--- config.mk ---
export PLATFORM = sky130hd
export DESIGN_NAME = btn_conditioner_flat
export DESIGN_NICKNAME = d
export VERILOG_FILES = /design/src/rtl/btn_conditioner_if.sv /design/src/rtl/btn_conditioner.sv /design/src/flat_wrapper.sv
export SDC_FILE = /design/constraint.sdc
export NUM_CORES = 1
export LEC_CHECK = 0
export BUFFER_PORTS_ARGS = -buffer_cell sky130_fd_sc_hd__buf_4
export CORE_MARGIN = 1.5
export CORE_UTILIZATION = 55
export DETAILED_ROUTE_END_ITERATION = 10
export PLACE_DENSITY = 0.73
export SYNTH_ARGS = -nofsm -noshare
export SYNTH_HDL_FRONTEND = slang
export SYNTH_SLANG_ARGS = --single-unit
--- constraint.sdc ---
create_clock -name clk -period 2.3 [get_ports clk]
set_clock_uncertainty 0.05 [all_clocks]
set_input_delay 0.46 -clock clk [delete_from_list [all_inputs] [get_ports clk]]
set_output_delay 0.46 -clock clk [all_outputs]
set_load 0.01 [all_outputs]
--- src/rtl/btn_conditioner_if.sv ---
// Button conditioner bundle: raw pin inputs in, debounced level and pulses out.
// The slave modport is the conditioner. The master modport is whatever drives
// the pins and consumes the clean signals.
interface btn_conditioner_if #(
    parameter int N_CH = 2
);
    logic [N_CH-1:0] btn_in;
    logic [N_CH-1:0] btn_level;
    logic [N_CH-1:0] btn_rise;
    logic [N_CH-1:0] btn_fall;
    logic [N_CH-1:0] btn_repeat;

    modport master (
        output btn_in,
        input  btn_level,
        input  btn_rise,
        input  btn_fall,
        input  btn_repeat
    );

    modport slave (
        input  btn_in,
        output btn_level,
        output btn_rise,
        output btn_fall,
        output btn_repeat
    );
endinterface

--- src/rtl/btn_conditioner.sv ---
// N-channel push-button / switch conditioner.
// Each channel has the following stages, in order:
//   1. A synchroniser.
//   2. A debounce counter.
//   3. A clean level, plus one-cycle rise and fall pulses.
// Optional feature macro BTN_REPEAT_EN adds auto-repeat pulses while a channel
// is held high. Without the macro, btn_repeat is tied low. The port list is
// the same in both builds.
// Reset is asynchronous and active-low (rst).
module btn_conditioner #(
    parameter int   N_CH          = 2,
    parameter int   DB_CYCLES     = 250000,
    parameter int   SYNC_STAGES   = 2,
    parameter logic RESET_LEVEL   = 1'b0,
    parameter int   REPEAT_DELAY  = 25000000,
    parameter int   REPEAT_PERIOD = 5000000
) (
    input  logic               clk,
    input  logic               rst,
    btn_conditioner_if.slave   bus
);
    // The debounce counter only needs to reach DB_CYCLES-1.
    localparam int DB_W = (DB_CYCLES > 1) ? $clog2(DB_CYCLES) : 1;
    localparam logic [DB_W-1:0] DB_LAST = DB_W'(DB_CYCLES - 1);

`ifdef BTN_REPEAT_EN
    localparam int HOLD_MAX = (REPEAT_DELAY > REPEAT_PERIOD) ? REPEAT_DELAY : REPEAT_PERIOD;
    localparam int HOLD_W   = (HOLD_MAX > 1) ? $clog2(HOLD_MAX) : 1;
    localparam logic [HOLD_W-1:0] DELAY_LAST  = HOLD_W'(REPEAT_DELAY - 1);
    localparam logic [HOLD_W-1:0] PERIOD_LAST = HOLD_W'(REPEAT_PERIOD - 1);
`endif

    // Out-of-range parameters show up as this named scope in the elaborated hierarchy.
    if (!(DB_CYCLES >= 1 && SYNC_STAGES >= 2 && REPEAT_DELAY >= 1 && REPEAT_PERIOD >= 1))
    begin : g_bad_params_unsupported
    end

    logic [N_CH-1:0] level_vec;
    logic [N_CH-1:0] rise_vec;
    logic [N_CH-1:0] fall_vec;
    logic [N_CH-1:0] rep_vec;

    for (genvar gi = 0; gi < N_CH; gi++) begin : g_ch
        logic [SYNC_STAGES-1:0] sync_q;
        logic [DB_W-1:0]        db_cnt_q, db_cnt_d;
        logic                   level_q, level_d;
        logic                   rise_q, rise_d;
        logic                   fall_q, fall_d;
        logic                   s;

        assign s = sync_q[SYNC_STAGES-1];

        // Shift the raw pin through the synchroniser chain.
        always_ff @(posedge clk or negedge rst) begin
            if (!rst) begin
                sync_q <= {SYNC_STAGES{RESET_LEVEL}};
            end else begin
                sync_q <= {sync_q[SYNC_STAGES-2:0], bus.btn_in[gi]};
            end
        end

        // Debounce logic, per channel:
        //   - Any agreement between s and the level clears the count.
        //   - A mismatch held for DB_CYCLES cycles flips the level and fires
        //     the matching edge pulse.
        always_comb begin
            db_cnt_d = db_cnt_q;
            level_d  = level_q;
            rise_d   = 1'b0;
            fall_d   = 1'b0;
            if (s == level_q) begin
                db_cnt_d = '0;
            end else if (db_cnt_q == DB_LAST) begin
                db_cnt_d = '0;
                level_d  = s;
                rise_d   = s;
                fall_d   = ~s;
            end else begin
                db_cnt_d = db_cnt_q + DB_W'(1);
            end
        end

        // Register the debounce state and the edge pulses.
        always_ff @(posedge clk or negedge rst) begin
            if (!rst) begin
                db_cnt_q <= '0;
                level_q  <= RESET_LEVEL;
                rise_q   <= 1'b0;
                fall_q   <= 1'b0;
            end else begin
                db_cnt_q <= db_cnt_d;
                level_q  <= level_d;
                rise_q   <= rise_d;
                fall_q   <= fall_d;
            end
        end

        assign level_vec[gi] = level_q;
        assign rise_vec[gi]  = rise_q;
        assign fall_vec[gi]  = fall_q;

`ifdef BTN_REPEAT_EN
        logic [HOLD_W-1:0] hold_q, hold_d;
        logic              armed_q, armed_d;
        logic              rep_q, rep_d;
        logic              rep_due;

        // Hold-timer behaviour:
        //   - The timer counts only while the level is already high.
        //   - The rise cycle itself therefore restarts it from zero.
        //   - The first repeat uses the delay.
        //   - Later repeats use the period.
        //   - A fall landing on a due repeat swallows that repeat.
        always_comb begin
            hold_d  = hold_q;
            armed_d = armed_q;
            rep_d   = 1'b0;
            rep_due = armed_q ? (hold_q == PERIOD_LAST) : (hold_q == DELAY_LAST);
            if (!level_q) begin
                hold_d  = '0;
                armed_d = 1'b0;
            end else if (rep_due) begin
                hold_d  = '0;
                armed_d = 1'b1;
                rep_d   = ~fall_d;
            end else begin
                hold_d  = hold_q + HOLD_W'(1);
            end
        end

        // Register the hold timer and the repeat pulse.
        always_ff @(posedge clk or negedge rst) begin
            if (!rst) begin
                hold_q  <= '0;
                armed_q <= 1'b0;
                rep_q   <= 1'b0;
            end else begin
                hold_q  <= hold_d;
                armed_q <= armed_d;
                rep_q   <= rep_d;
            end
        end

        assign rep_vec[gi] = rep_q;
`else
        assign rep_vec[gi] = 1'b0;
`endif
    end

    assign bus.btn_level  = level_vec;
    assign bus.btn_rise   = rise_vec;
    assign bus.btn_fall   = fall_vec;
    assign bus.btn_repeat = rep_vec;

endmodule

--- src/flat_wrapper.sv ---
// flat-port wrapper written by rule: the top's interface ports become plain ports
module btn_conditioner_flat 
#(
    parameter int   N_CH          = 2,
    parameter int   DB_CYCLES     = 250000,
    parameter int   SYNC_STAGES   = 2,
    parameter logic RESET_LEVEL   = 1'b0,
    parameter int   REPEAT_DELAY  = 25000000,
    parameter int   REPEAT_PERIOD = 5000000
)
  (clk, rst, bus_btn_in, bus_btn_level, bus_btn_rise, bus_btn_fall, bus_btn_repeat);
  btn_conditioner_if #(.N_CH(N_CH)) bus_i ();
  input  logic clk;
  input  logic rst;
  input wire logic [$bits(bus_i.btn_in)-1:0] bus_btn_in;
  output wire logic [$bits(bus_i.btn_level)-1:0] bus_btn_level;
  output wire logic [$bits(bus_i.btn_rise)-1:0] bus_btn_rise;
  output wire logic [$bits(bus_i.btn_fall)-1:0] bus_btn_fall;
  output wire logic [$bits(bus_i.btn_repeat)-1:0] bus_btn_repeat;
  assign bus_i.btn_in = bus_btn_in;
  assign bus_btn_level = bus_i.btn_level;
  assign bus_btn_rise = bus_i.btn_rise;
  assign bus_btn_fall = bus_i.btn_fall;
  assign bus_btn_repeat = bus_i.btn_repeat;
  btn_conditioner #(.N_CH(N_CH), .DB_CYCLES(DB_CYCLES), .SYNC_STAGES(SYNC_STAGES), .RESET_LEVEL(RESET_LEVEL), .REPEAT_DELAY(REPEAT_DELAY), .REPEAT_PERIOD(REPEAT_PERIOD)) u_core (.clk(clk), .rst(rst), .bus(bus_i));
endmodule
Word-level counts from Yosys, hierarchy flattened
Index checks and enable logic that the tools add are counted.

Register bits: 46. Input bits: 4. Output and inout port bits: 8. Word-level logic and storage cells: 34.

Add/sub/neg operators: 2. Equal/unequal tests: 4. Multiplexer cells: 12. Bitwise logic cells: 4. Reductions and logical operators: 2.

Operator list (count): $mux W18 (4); $add A18 B1 Y18 const B (2); $eq A18 B18 Y1 const B (2); $mux W1 (8); $not A1 Y1 (4); $reduce_and A2 Y1 (2); $eq A1 B1 Y1 (2).

Depth between registers and ports, before layout
Gate-level depths: netlist (run 1).

Depth in word-level cells: 3. Gate-level depth with buffers: 6.

Least setup slack after synthesis (run 1)
No wires, ideal clock.

Kind: reg-to-reg. Start point: register u_core.g_ch[1].db_cnt_q[11]. End point: register u_core.g_ch[1].level_q. Data arrival time: 1.780 ns. Required time: 2.125 ns. Setup slack: 0.345 ns. Cell stages (with the launch flop): 4. Clock period less this slack: 1.955 ns. Cells stage by stage: dfrtp_1 > or4_4 > or4_4 > mux2_4.

Longest elaborated chain between the ends: 2.

RTL lines: start: declaration (line btn_conditioner.sv:45) `logic [DB_W-1:0] db_cnt_q, db_cnt_d;`; start signal: assignment (line btn_conditioner.sv:91) `db_cnt_q <= db_cnt_d;`; $eq A18 B18 Y1 (line btn_conditioner.sv:73) `end else if (db_cnt_q == DB_LAST) begin`; $reduce_and A2 Y1 (no line); end signal: assignment (line btn_conditioner.sv:92) `level_q <= level_d;`; end: declaration (line btn_conditioner.sv:46) `logic level_q, level_d;`.

No other way between the ends. A chain may end at the register's enable or synchronous reset.

Worst setup path in the final report (run 1)
Start point: register u_core.g_ch[1].db_cnt_q[0]. End point: register u_core.g_ch[1].level_q.

Same word-level chain as after synthesis.

==> results.ini, run 1 <==
[yosys]
netlist_instances=213
synth_common_cells=dfrtp_1, nor2_1, xnor2_1
yosysSeqAreaShare_pct=52.2
synthTopCellsByArea=dfrtp_1, xnor2_1, nor2_1, xor2_1, nand4_1
yosysMostFrequentCell=dfrtp_1
synth.distinct_cells=35
synth.top_cell.area_share_pct=52.2
avgSynthCellArea_sq_um=10.3
ys_ff_latch=46
synth-edff-count=0
yosys_warnings=0
synthArstFlopShare_pct=100
synth_top_area_cell=dfrtp_1
ys.flop_type=dfrtp_1
synth_area_sq_um=2200

[placement]
dpl.hpwl_um=2710
gp_congestion=0.865
portBuffers=9
dp.cells=262
pre_cts_slack_ps=272

[worst_setup_path]
crit_chain=ha_1 > nand4_1 > or4_4 > mux2_4
crit_family=simple AND/OR/NAND/NOR gates
critPathCapture=u_core.g_ch[1].level_q$_DFFE_PN0P_
cp_max_fo=5
cp-start-kind=flop
cp.buffers_inverters=0
startpoint=u_core.g_ch[1].db_cnt_q[0]$_DFF_PN0_
max_stage_delay_ps=640
reg2regPathDepth=4
slowest_stage=or4_4
worstSetupPathDepth=4
path_class=flop to flop
cp.required_ps=2430
end_kind=flop
r2r-end=u_core.g_ch[1].level_q$_DFFE_PN0P_
r2r_setup_slack_ps=250
worstReg2RegStart=u_core.g_ch[1].db_cnt_q[0]$_DFF_PN0_
cp.arrival_ps=2180

[power]
power_frac_clock_pct=40.1
vdd_drop_max_mv=0.527
seq_power_share_pct=56.4
power.switching_uw=313
leakagePower_uw=0.00101
power_density_nw_per_um2=616
netSwitchingFraction_pct=21.2
p_int_uw=1160
p_comb_share_pct=3.5

[sta]
fmax_mhz=488
period_share_pct=89.1
maxSlewViolCount=0
fin_ws_ps=251
min_period_ps=2050
hold_viol_final=0
worstMarginPinSlew_ps=560
max_slew_margin_pct=62.7
rsz0062_at_grt=no
tns_ps=0
setup_violations=0

[grt]
grt_pass1_vias=1499
antenna_found_initial=0
overflow=0
grt_max_degree=47
grt_use_total_pct=20.5
grt_pass1_wl_um=6830

[route]
wl_um=3870
drtIter0Drc=77
post_drt_wl_per_cell_um=14.3
postRouteAntennaNets=0
route.vias.total=1543
route.detailed.drc=0
viasPerCell=5.71
drt-pass1-iter-count=5

[clocking]
cts.htree.levels=2
clock_path_buffers=2
cts_sinks=46
cts_root_buf=clkbuf_8
ctsResizeCount=0
cts_buffers=5
cts_tree=yes
worstSkewPairLatency_ps=290
path_clk_slew_ps=90
ctsHoldBuffers=0
post_cts_buffers=0

[job]
maxCapViolations=0

[final_layout]
syn2layout_area_growth_pct=8.57
instances_no_fill=270
finalNetCount=227
drive_above_1_share_pct=12.6
multi_input_area_sq_um=958
n_antenna_cell=0
seq_area_sq_um=1150
num-fill-cells=318

[floorplanning]
die-height_um=66.3
initial_core_util_pct=58.9
core_sq_um=3740
die_width_um=66.3
die_area_sq_um=4400
ioPinCount=12
rows=22

[status]
status=completed

[min_path]
min_path_type=primary input to async pin

power by group through the flow:
stage / logic, uW / clock network, uW / registers (uW)
2_1_floorplan: 27.2 / 0 / 845
3_3_place_gp: 50.8 / 0 / 846
3_5_place_dp: 51.6 / 0 / 847
4_1_cts: 52.6 / 605 / 831
5_1_grt: 60.6 / 636 / 833
6_report: 51.5 / 591 / 831
layout by cell type (no fill, tap or decap), types with 2 or more instances in the layout:
master,instances
conb_1,2
clkbuf_8,5
nand3_1,13
or3_1,5
xnor2_1,17
nand2_1,7
nor3_1,3
a21oi_1,6
xor2_1,11
nand4_1,14
dfrtp_1,46
or4_4,2
buf_4,13
o21ai_0,5
nor2_1,32
and4_1,3
inv_1,4
and3_1,5
nor4_1,8
nor3b_1,4
ha_1,2
sequential cells by signal, indices dropped and copies added (netlist names):
name / cells
u_core.g_ch.db_cnt_q: 36
u_core.g_ch.fall_q: 2
u_core.g_ch.level_q: 2
u_core.g_ch.rise_q: 2
u_core.g_ch.sync_q: 4
layout make-up:
cell class                      count  area share (%)
Clock buffer                        6            3.03
Clock inverter                      2            1.57
Inverter                            4           0.628
Multi-Input combinational cell    151            40.1
Sequential cell                    46            48.1
Tap cell                           48            2.51
Timing Repair Buffer               13            4.08
layer usage:
| layer | global-route usage, % | wire length [um] | up-vias |
|---|---|---|---|
| met5 | 0 | 0 | - |
| met4 | 6.63 | 27 | 0 |
| met3 | 5.28 | 163 | 5 |
| met2 | 30.1 | 1780 | 34 |
| met1 | 29.5 | 1900 | 747 |
| li1 | - | - | 757 |
worst min-delay path by stage:
| stage | start | end | slack, ps | cells past startpoint |
|---|---|---|---|---|
| detailed placement | u_core.g_ch[1].sync_q[0]$_DFF_PN0_ | u_core.g_ch[1].sync_q[1]$_DFF_PN0_ | 290 | 0 |
| global route | rst | u_core.g_ch[1].db_cnt_q[0]$_DFF_PN0_ | 150 | 1 |
| CTS | rst | u_core.g_ch[1].sync_q[0]$_DFF_PN0_ | 120 | 1 |
| global placement | u_core.g_ch[0].sync_q[0]$_DFF_PN0_ | u_core.g_ch[0].sync_q[1]$_DFF_PN0_ | 280 | 0 |
| finish | rst | u_core.g_ch[1].db_cnt_q[14]$_DFF_PN0_ | 110 | 1 |
| floorplan | rst | u_core.g_ch[0].db_cnt_q[0]$_DFF_PN0_ | 110 | 0 |
through the flow:
stage                     power, uW  util [%]  hold slack [ps]  instance area [sq um]
final                          1470      63.9              106                   2390
after floorplan                 872         -              114                   2210
after CTS                      1490      63.9              122                   2390
after detailed placement        899      61.0              286                   2280
after global placement          897      61.0              284                   2280
after global routing           1530      63.9              145                   2390
kinds of logic (layout without fill, tap and decap cells):
logic type | count (synthesis) | count (layout) | share of synthesized area [%]
buf+inv | 17 | 25 | 4.43
flops | 46 | 46 | 52.2
compound gates | 14 | 14 | 4.37
fa+ha+maj | 2 | 2 | 1.14
mux | 2 | 2 | 1.19
other cells | 1 | 2 | 0.170
xor+xnor | 28 | 28 | 11.1
simple gates | 103 | 103 | 25.3
(Power assumes the default switching activity.)
==> inputs of run 2 (changes only) <==
Settings changed: ABC_AREA from default to 1.
==> results.ini, run 2 <==
[status]
status=completed

[final_layout]
layout.cells.most_common=nor2_1
largestRegisters=u_core.g_ch.db_cnt_q (36), u_core.g_ch.sync_q (4)
largest_register_ffs=36  ; unchanged
num-fill-cells=345  ; +8.5%
finalNetCount=315  ; +39%
syn2layout_area_growth_pct=7.69
final_util_pct=63.5  ; -0.45 points
final_cell_mix=nor2_1, nand2_1, dfrtp_1, inv_1, nand3_1
instances_no_fill=360  ; +33%
top_register=u_core.g_ch.db_cnt_q
drive_above_1_share_pct=14.5  ; +1.9 points
n_antenna_cell=0  ; unchanged

[yosys]
synth_area_sq_um=2420  ; +10%
synth.distinct_cells=28  ; -20%
synth.top_cell.area_share_pct=47.5  ; -4.8 points
yosysMostFrequentCell=nor2_1
avgSynthCellArea_sq_um=8.08  ; -22%
yosysSeqAreaShare_pct=47.5  ; -4.8 points
ys_ff_latch=46  ; unchanged
synth_common_cells=nor2_1, nand2_1, dfrtp_1
synth_top_area_cell=dfrtp_1
synthTopCellsByArea=dfrtp_1, nor2_1, nand2_1, inv_1, nand3_1
yosys_warnings=0  ; unchanged
synth-edff-count=0  ; unchanged
netlist_instances=300  ; +41%
ys.flop_type=dfrtp_1
synthArstFlopShare_pct=100  ; unchanged

[clocking]
ctsResizeCount=0  ; unchanged
path_clk_slew_ps=90  ; about the same
post_cts_buffers=0  ; unchanged
worstSkewPairLatency_ps=300  ; about the same
cts_root_buf=clkbuf_8
cts_buffers=5  ; unchanged
ctsHoldBuffers=0  ; unchanged
clock_path_buffers=2  ; unchanged
cts_sinks=46  ; unchanged
cts.htree.levels=2  ; unchanged
cts_tree=yes

[placement]
portBuffers=9  ; unchanged
gp_congestion=0.894  ; +3.4%
dpl.hpwl_um=3090  ; +14%
dp.cells=352  ; +34%

[sta]
setup_violations=0  ; unchanged
maxSlewViolCount=0  ; unchanged
min_period_ps=1510  ; -539 ps
period_share_pct=65.6  ; -23 points
hold_viol_final=0  ; unchanged
max_slew_margin_pct=62.3  ; -0.40 points
fmax_mhz=662  ; +36%
worstMarginPinSlew_ps=566  ; +6.03 ps
tns_ps=0  ; unchanged
holdWs_ps=91.2  ; -14.5 ps
rsz0062_at_grt=no

[worst_setup_path]
end_kind=flop
max_stage_delay_ps=400  ; -240 ps
reg2regPathDepth=6  ; +2
cp.arrival_ps=1650  ; -530 ps
cp-start-kind=flop
r2r_setup_slack_ps=790  ; +540 ps
cp.buffers_inverters=0  ; unchanged
slowest_stage=dfrtp_1
worstReg2RegStart=u_core.g_ch[0].db_cnt_q[0]$_DFF_PN0_
cp_max_fo=10  ; +5
r2r-end=u_core.g_ch[0].db_cnt_q[11]$_DFF_PN0_
crit_chain=ha_1 > nand2_1 > nor2_4 > nand3_2 > nand2_2 > nor2_1
crit_family=simple AND/OR/NAND/NOR gates
cp.required_ps=2440  ; about the same
path_class=flop to flop

[route]
wl_um=4130  ; +6.8%
postRouteAntennaNets=0  ; unchanged
route.detailed.drc=0  ; unchanged
drt-pass1-iter-count=4  ; -1
post_drt_wl_per_cell_um=11.5  ; -20%
drtIter0Drc=178  ; +130%
viasPerCell=4.97  ; -13%
route.vias.total=1789  ; +16%

[power]
leakagePower_uw=0.00114  ; +13%
power_density_nw_per_um2=570  ; -7.5%
vdd_drop_max_mv=0.404  ; -23%

[floorplanning]
die_width_um=69.4  ; +4.7%
die-height_um=69.4  ; +4.7%
core_sq_um=4120  ; +9.9%
die_area_sq_um=4820  ; +9.6%
rows=23  ; +4.5%
initial_core_util_pct=58.9  ; +0.067 points
ioPinCount=12  ; unchanged

[grt]
overflow=0  ; unchanged
grt_max_degree=47  ; unchanged
grt_use_total_pct=18.9  ; -1.5 points
antenna_found_initial=0  ; unchanged
grt_pass1_wl_um=7260  ; +6.3%
grt_pass1_vias=1676  ; +12%

[job]
maxCapViolations=0  ; unchanged

[min_path]
min_path_type=primary input to async pin

run 2: through the flow:
step / cell area (sq um) / worst slack (ps) / total power, uW
after floorplan: 2430 / 933 / 874
after global placement: 2500 / 788 / 898
after detailed placement: 2500 / 794 / 899
after CTS: 2610 / 773 / 1510
after global routing: 2610 / 622 / 1550
final: 2610 / 790 / 1490
run 2: power breakdown:
group | total [uW] | internal [uW] | switching [uW]
clock network | 607 | 326 | 281
registers | 829 | 820 | 8.84
logic | 52.7 | 13.8 | 39.0
total | 1490 | 1160 | 329
run 2: cell type report:
| type | count | area, sq um | share of cell area (%) |
|---|---|---|---|
| Sequential cell | 46 | 1150 | 44.1 |
| Multi-Input combinational cell | 215 | 1100 | 42.0 |
| Inverter | 32 | 121 | 4.65 |
| Clock buffer | 5 | 68.8 | 2.64 |
| Timing Repair Buffer | 9 | 67.6 | 2.59 |
| Tap cell | 50 | 62.6 | 2.40 |
| Clock inverter | 3 | 43.8 | 1.68 |
run 2: worst max path at each step:
stage                                          from                                     to  slack [ps]  cells past startpoint
2_1_floorplan  u_core.g_ch[1].db_cnt_q[0]$_DFF_PN0_  u_core.g_ch[1].db_cnt_q[12]$_DFF_PN0_         930                      7
3_3_place_gp     u_core.g_ch[0].level_q$_DFFE_PN0P_  u_core.g_ch[0].db_cnt_q[16]$_DFF_PN0_         790                      6
3_5_place_dp     u_core.g_ch[0].level_q$_DFFE_PN0P_  u_core.g_ch[0].db_cnt_q[11]$_DFF_PN0_         790                      6
4_1_cts          u_core.g_ch[0].level_q$_DFFE_PN0P_  u_core.g_ch[0].db_cnt_q[11]$_DFF_PN0_         770                      6
5_1_grt          u_core.g_ch[0].level_q$_DFFE_PN0P_   u_core.g_ch[0].db_cnt_q[9]$_DFF_PN0_         620                      6
6_report       u_core.g_ch[0].db_cnt_q[0]$_DFF_PN0_  u_core.g_ch[0].db_cnt_q[11]$_DFF_PN0_         790                      6
run 2: cell families (layout without fill, tap and decap cells):
| logic type | after synthesis | after routing | synth area share, % |
|---|---|---|---|
| xor gates and xnor gates | 15 | 15 | 5.42 |
| AOI/OAI and AO/OA | 16 | 16 | 4.18 |
| buffers and inverters | 40 | 49 | 7.48 |
| other | 1 | 2 | 0.155 |
| adders and majority gates | 2 | 2 | 1.03 |
| DFF | 46 | 46 | 47.5 |
| and+or+nand+nor | 180 | 180 | 34.3 |
run 2: worst register-to-register path, cell delays in order (launching register included):
cell	delay, ps
dfrtp_1	400
ha_1	180
nand2_1	120
nor2_4	160
nand3_2	190
nand2_2	220
nor2_1	80
run 2: layer usage:
metal	track usage, %	wire length, um	vias to the layer above
li1	-	-	941
met1	23.6	1920	819
met2	31.9	2020	24
met3	4.94	151	5
met4	6.54	42	0
met5	0	0	-
==> inputs of run 3 (changes only) <==
Settings changed: PLACE_DENSITY 0.73 to 0.76.
Clock period 2.3 ns to 1.37 ns, I/O delays scaled along.
==> results.ini, run 3 (synthesis gave the netlist of run 2 again) <==
[status]
status=complete, but fails checks
violations=setup timing

[min_path]
min_path_type=primary input to flop

[clocking]
cts_tree=yes
cts.htree.levels=2  ; unchanged
cts_buffers=5  ; unchanged
clock_path_buffers=2  ; unchanged
path_clk_slew_ps=80  ; about the same
cts_root_buf=clkbuf_8
worstSkewPairLatency_ps=300  ; about the same
cts_sinks=46  ; unchanged

[route]
drtIter0Drc=80  ; -55%
dr_wl_met3_um=136  ; -9.9%
route.detailed.drc=0  ; unchanged
viasPerCell=5.02  ; +0.93%
drt-pass1-iter-count=4  ; unchanged
top_layer=met4
route.vias.total=1936  ; +8.2%
wl_met2_um=2520  ; +24%
postRouteAntennaNets=0  ; unchanged
post_drt_wl_per_cell_um=12.7  ; +11%
met1_length_um=2160  ; +13%
wl_um=4900  ; +18%

[sta]
max_slew_margin_pct=63.4  ; +1.1 points
worstMarginPinSlew_ps=550  ; -16.0 ps
period_share_pct=102  ; +37 points
rsz0062_at_grt=yes
setup_violations=2  ; +2
fmax_mhz=712  ; +7.6%
hold_viol_final=0  ; unchanged
maxSlewViolCount=0  ; unchanged
fin_ws_ps=-33.6  ; -824 ps
min_period_ps=1400  ; -106 ps
holdWs_ps=29.5  ; -61.8 ps

[power]
vdd_drop_max_mv=0.526  ; +30%
p_total_uw=2300  ; +55%
leakagePower_uw=0.00129  ; +13%
power_density_nw_per_um2=777  ; +36%

[floorplanning]
die_width_um=69.4  ; unchanged
core_sq_um=4120  ; unchanged
initial_core_util_pct=58.9  ; unchanged
rows=23  ; unchanged
ioPinCount=12  ; unchanged
die-height_um=69.4  ; unchanged
die_area_sq_um=4820  ; unchanged

[worst_setup_path]
cp.required_ps=1520  ; -920 ps
cp.arrival_ps=1560  ; -90 ps
cp_max_fo=5  ; -5
path_class=flop to flop
cp-start-kind=flop
end_kind=flop

[final_layout]
n_antenna_cell=0  ; unchanged
largestRegisters=u_core.g_ch.db_cnt_q (36), u_core.g_ch.sync_q (4)
syn2layout_area_growth_pct=22.2
final_cell_mix=nor2_1, nand2_1, dfrtp_1, buf_4, inv_1
largest_register_ffs=36  ; unchanged
finalNetCount=342  ; +8.6%
drive_above_1_share_pct=28.3  ; +14 points
top_register=u_core.g_ch.db_cnt_q
layout.cells.most_common=nor2_1

[placement]
portBuffers=9  ; unchanged
gp_congestion=0.908  ; +1.5%
dpl.hpwl_um=3310  ; +7.3%

[grt]
antenna_found_initial=0  ; unchanged
grt_max_degree=47  ; unchanged
grt_pass1_vias=1840  ; +9.8%
grt_pass1_wl_um=7760  ; +6.9%
overflow=0  ; unchanged
grt_use_total_pct=20.3  ; +1.4 points

[job]
maxCapViolations=0  ; unchanged

[run 3: changes by cell type in the layout (fill, tap and decap cells not counted), sizes merged]
cell | before | now
bufinv | 1 | 0
dlygate4sd3 | 0 | 1
buf | 9 | 34
o21ai | 5 | 6
clkbuf | 5 | 6
clkinvlp | 0 | 1
clkinv | 2 | 0
[run 3: stage by stage]
step           utilization, %  TNS [ps]  cells  cell area (sq um)  setup slack [ps]
2_1_floorplan               -         0    301               2430              3.10
3_3_place_gp             64.7     -4.66    374               2660             -4.66
3_5_place_dp             64.7      -341    374               2660             -46.1
4_1_cts                  68.3     -26.7    384               2810             -6.86
5_1_grt                  72.0     -1900    386               2960              -116
6_report                 72.0     -50.9    386               2960             -33.6
[run 3: area by class of cell]
| cell class | count | area (sq um) |
|---|---|---|
| flip-flops and latches | 46 | 1160 |
| clock buffers | 6 | 72.6 |
| inverters | 32 | 123 |
| fillers | 310 | 1150 |
| well taps | 50 | 62.6 |
| multi-input cells | 216 | 1270 |
| clock inverters | 1 | 7.51 |
| repair buffers | 35 | 273 |
[run 3: routing by layer]
layer | GRT usage [%] | vias to the layer above
met3 | 5.09 | 7
li1 | - | 995
met1 | 24.2 | 909
met4 | 6.75 | 0
met2 | 35.8 | 25
met5 | 0 | -
[run 3: what timing repair did]
| item | in CTS | in global routing |
|---|---|---|
| pin swaps | 6 | 12 |
| buffers inserted | 2 | 1 |
| resized for setup | 10 | 34 |
| endpoints found under the hold margin | 46 | 0 |
| hold buffers | 1 | 0 |
| gates cloned | 0 | 1 |
| endpoints found under the setup margin | 24 | 33 |
[run 3: worst paths after layout]
| kind | from | end | slack (ps) | cells past startpoint |
|---|---|---|---|---|
| max | u_core.g_ch[1].sync_q[1]$_DFF_PN0_ | u_core.g_ch[1].db_cnt_q[8]$_DFF_PN0_ | -30 | 5 |
| min | bus_btn_in[0] | u_core.g_ch[0].sync_q[0]$_DFF_PN0_ | 30 | 1 |
| max reg2reg | u_core.g_ch[1].sync_q[1]$_DFF_PN0_ | u_core.g_ch[1].db_cnt_q[8]$_DFF_PN0_ | -30 | 5 |
| min reg2reg | u_core.g_ch[1].sync_q[0]$_DFF_PN0_ | u_core.g_ch[1].sync_q[1]$_DFF_PN0_ | 310 | 0 |
| max in group asynchronous | rst | u_core.g_ch[1].db_cnt_q[4]$_DFF_PN0_ | 410 | 2 |
| min in group asynchronous | rst | u_core.g_ch[0].db_cnt_q[3]$_DFF_PN0_ | 450 | 2 |
[run 3: worst max-delay path, stage by stage (launching register included)]
cell and delay [ps]:
dfrtp_1 420, inv_1 130, nor2_4 180, nor2_1 120, buf_4 180, nor3_1 230
[run 3: where the power goes]
part	switching, uW	leakage (uW)	internal (uW)	total [uW]
combinational	79.0	0.000636	50.8	130
clock	425	0.0000373	350	775
sequential	21.6	0.000622	1380	1400
total	526	0.00129	1780	2300
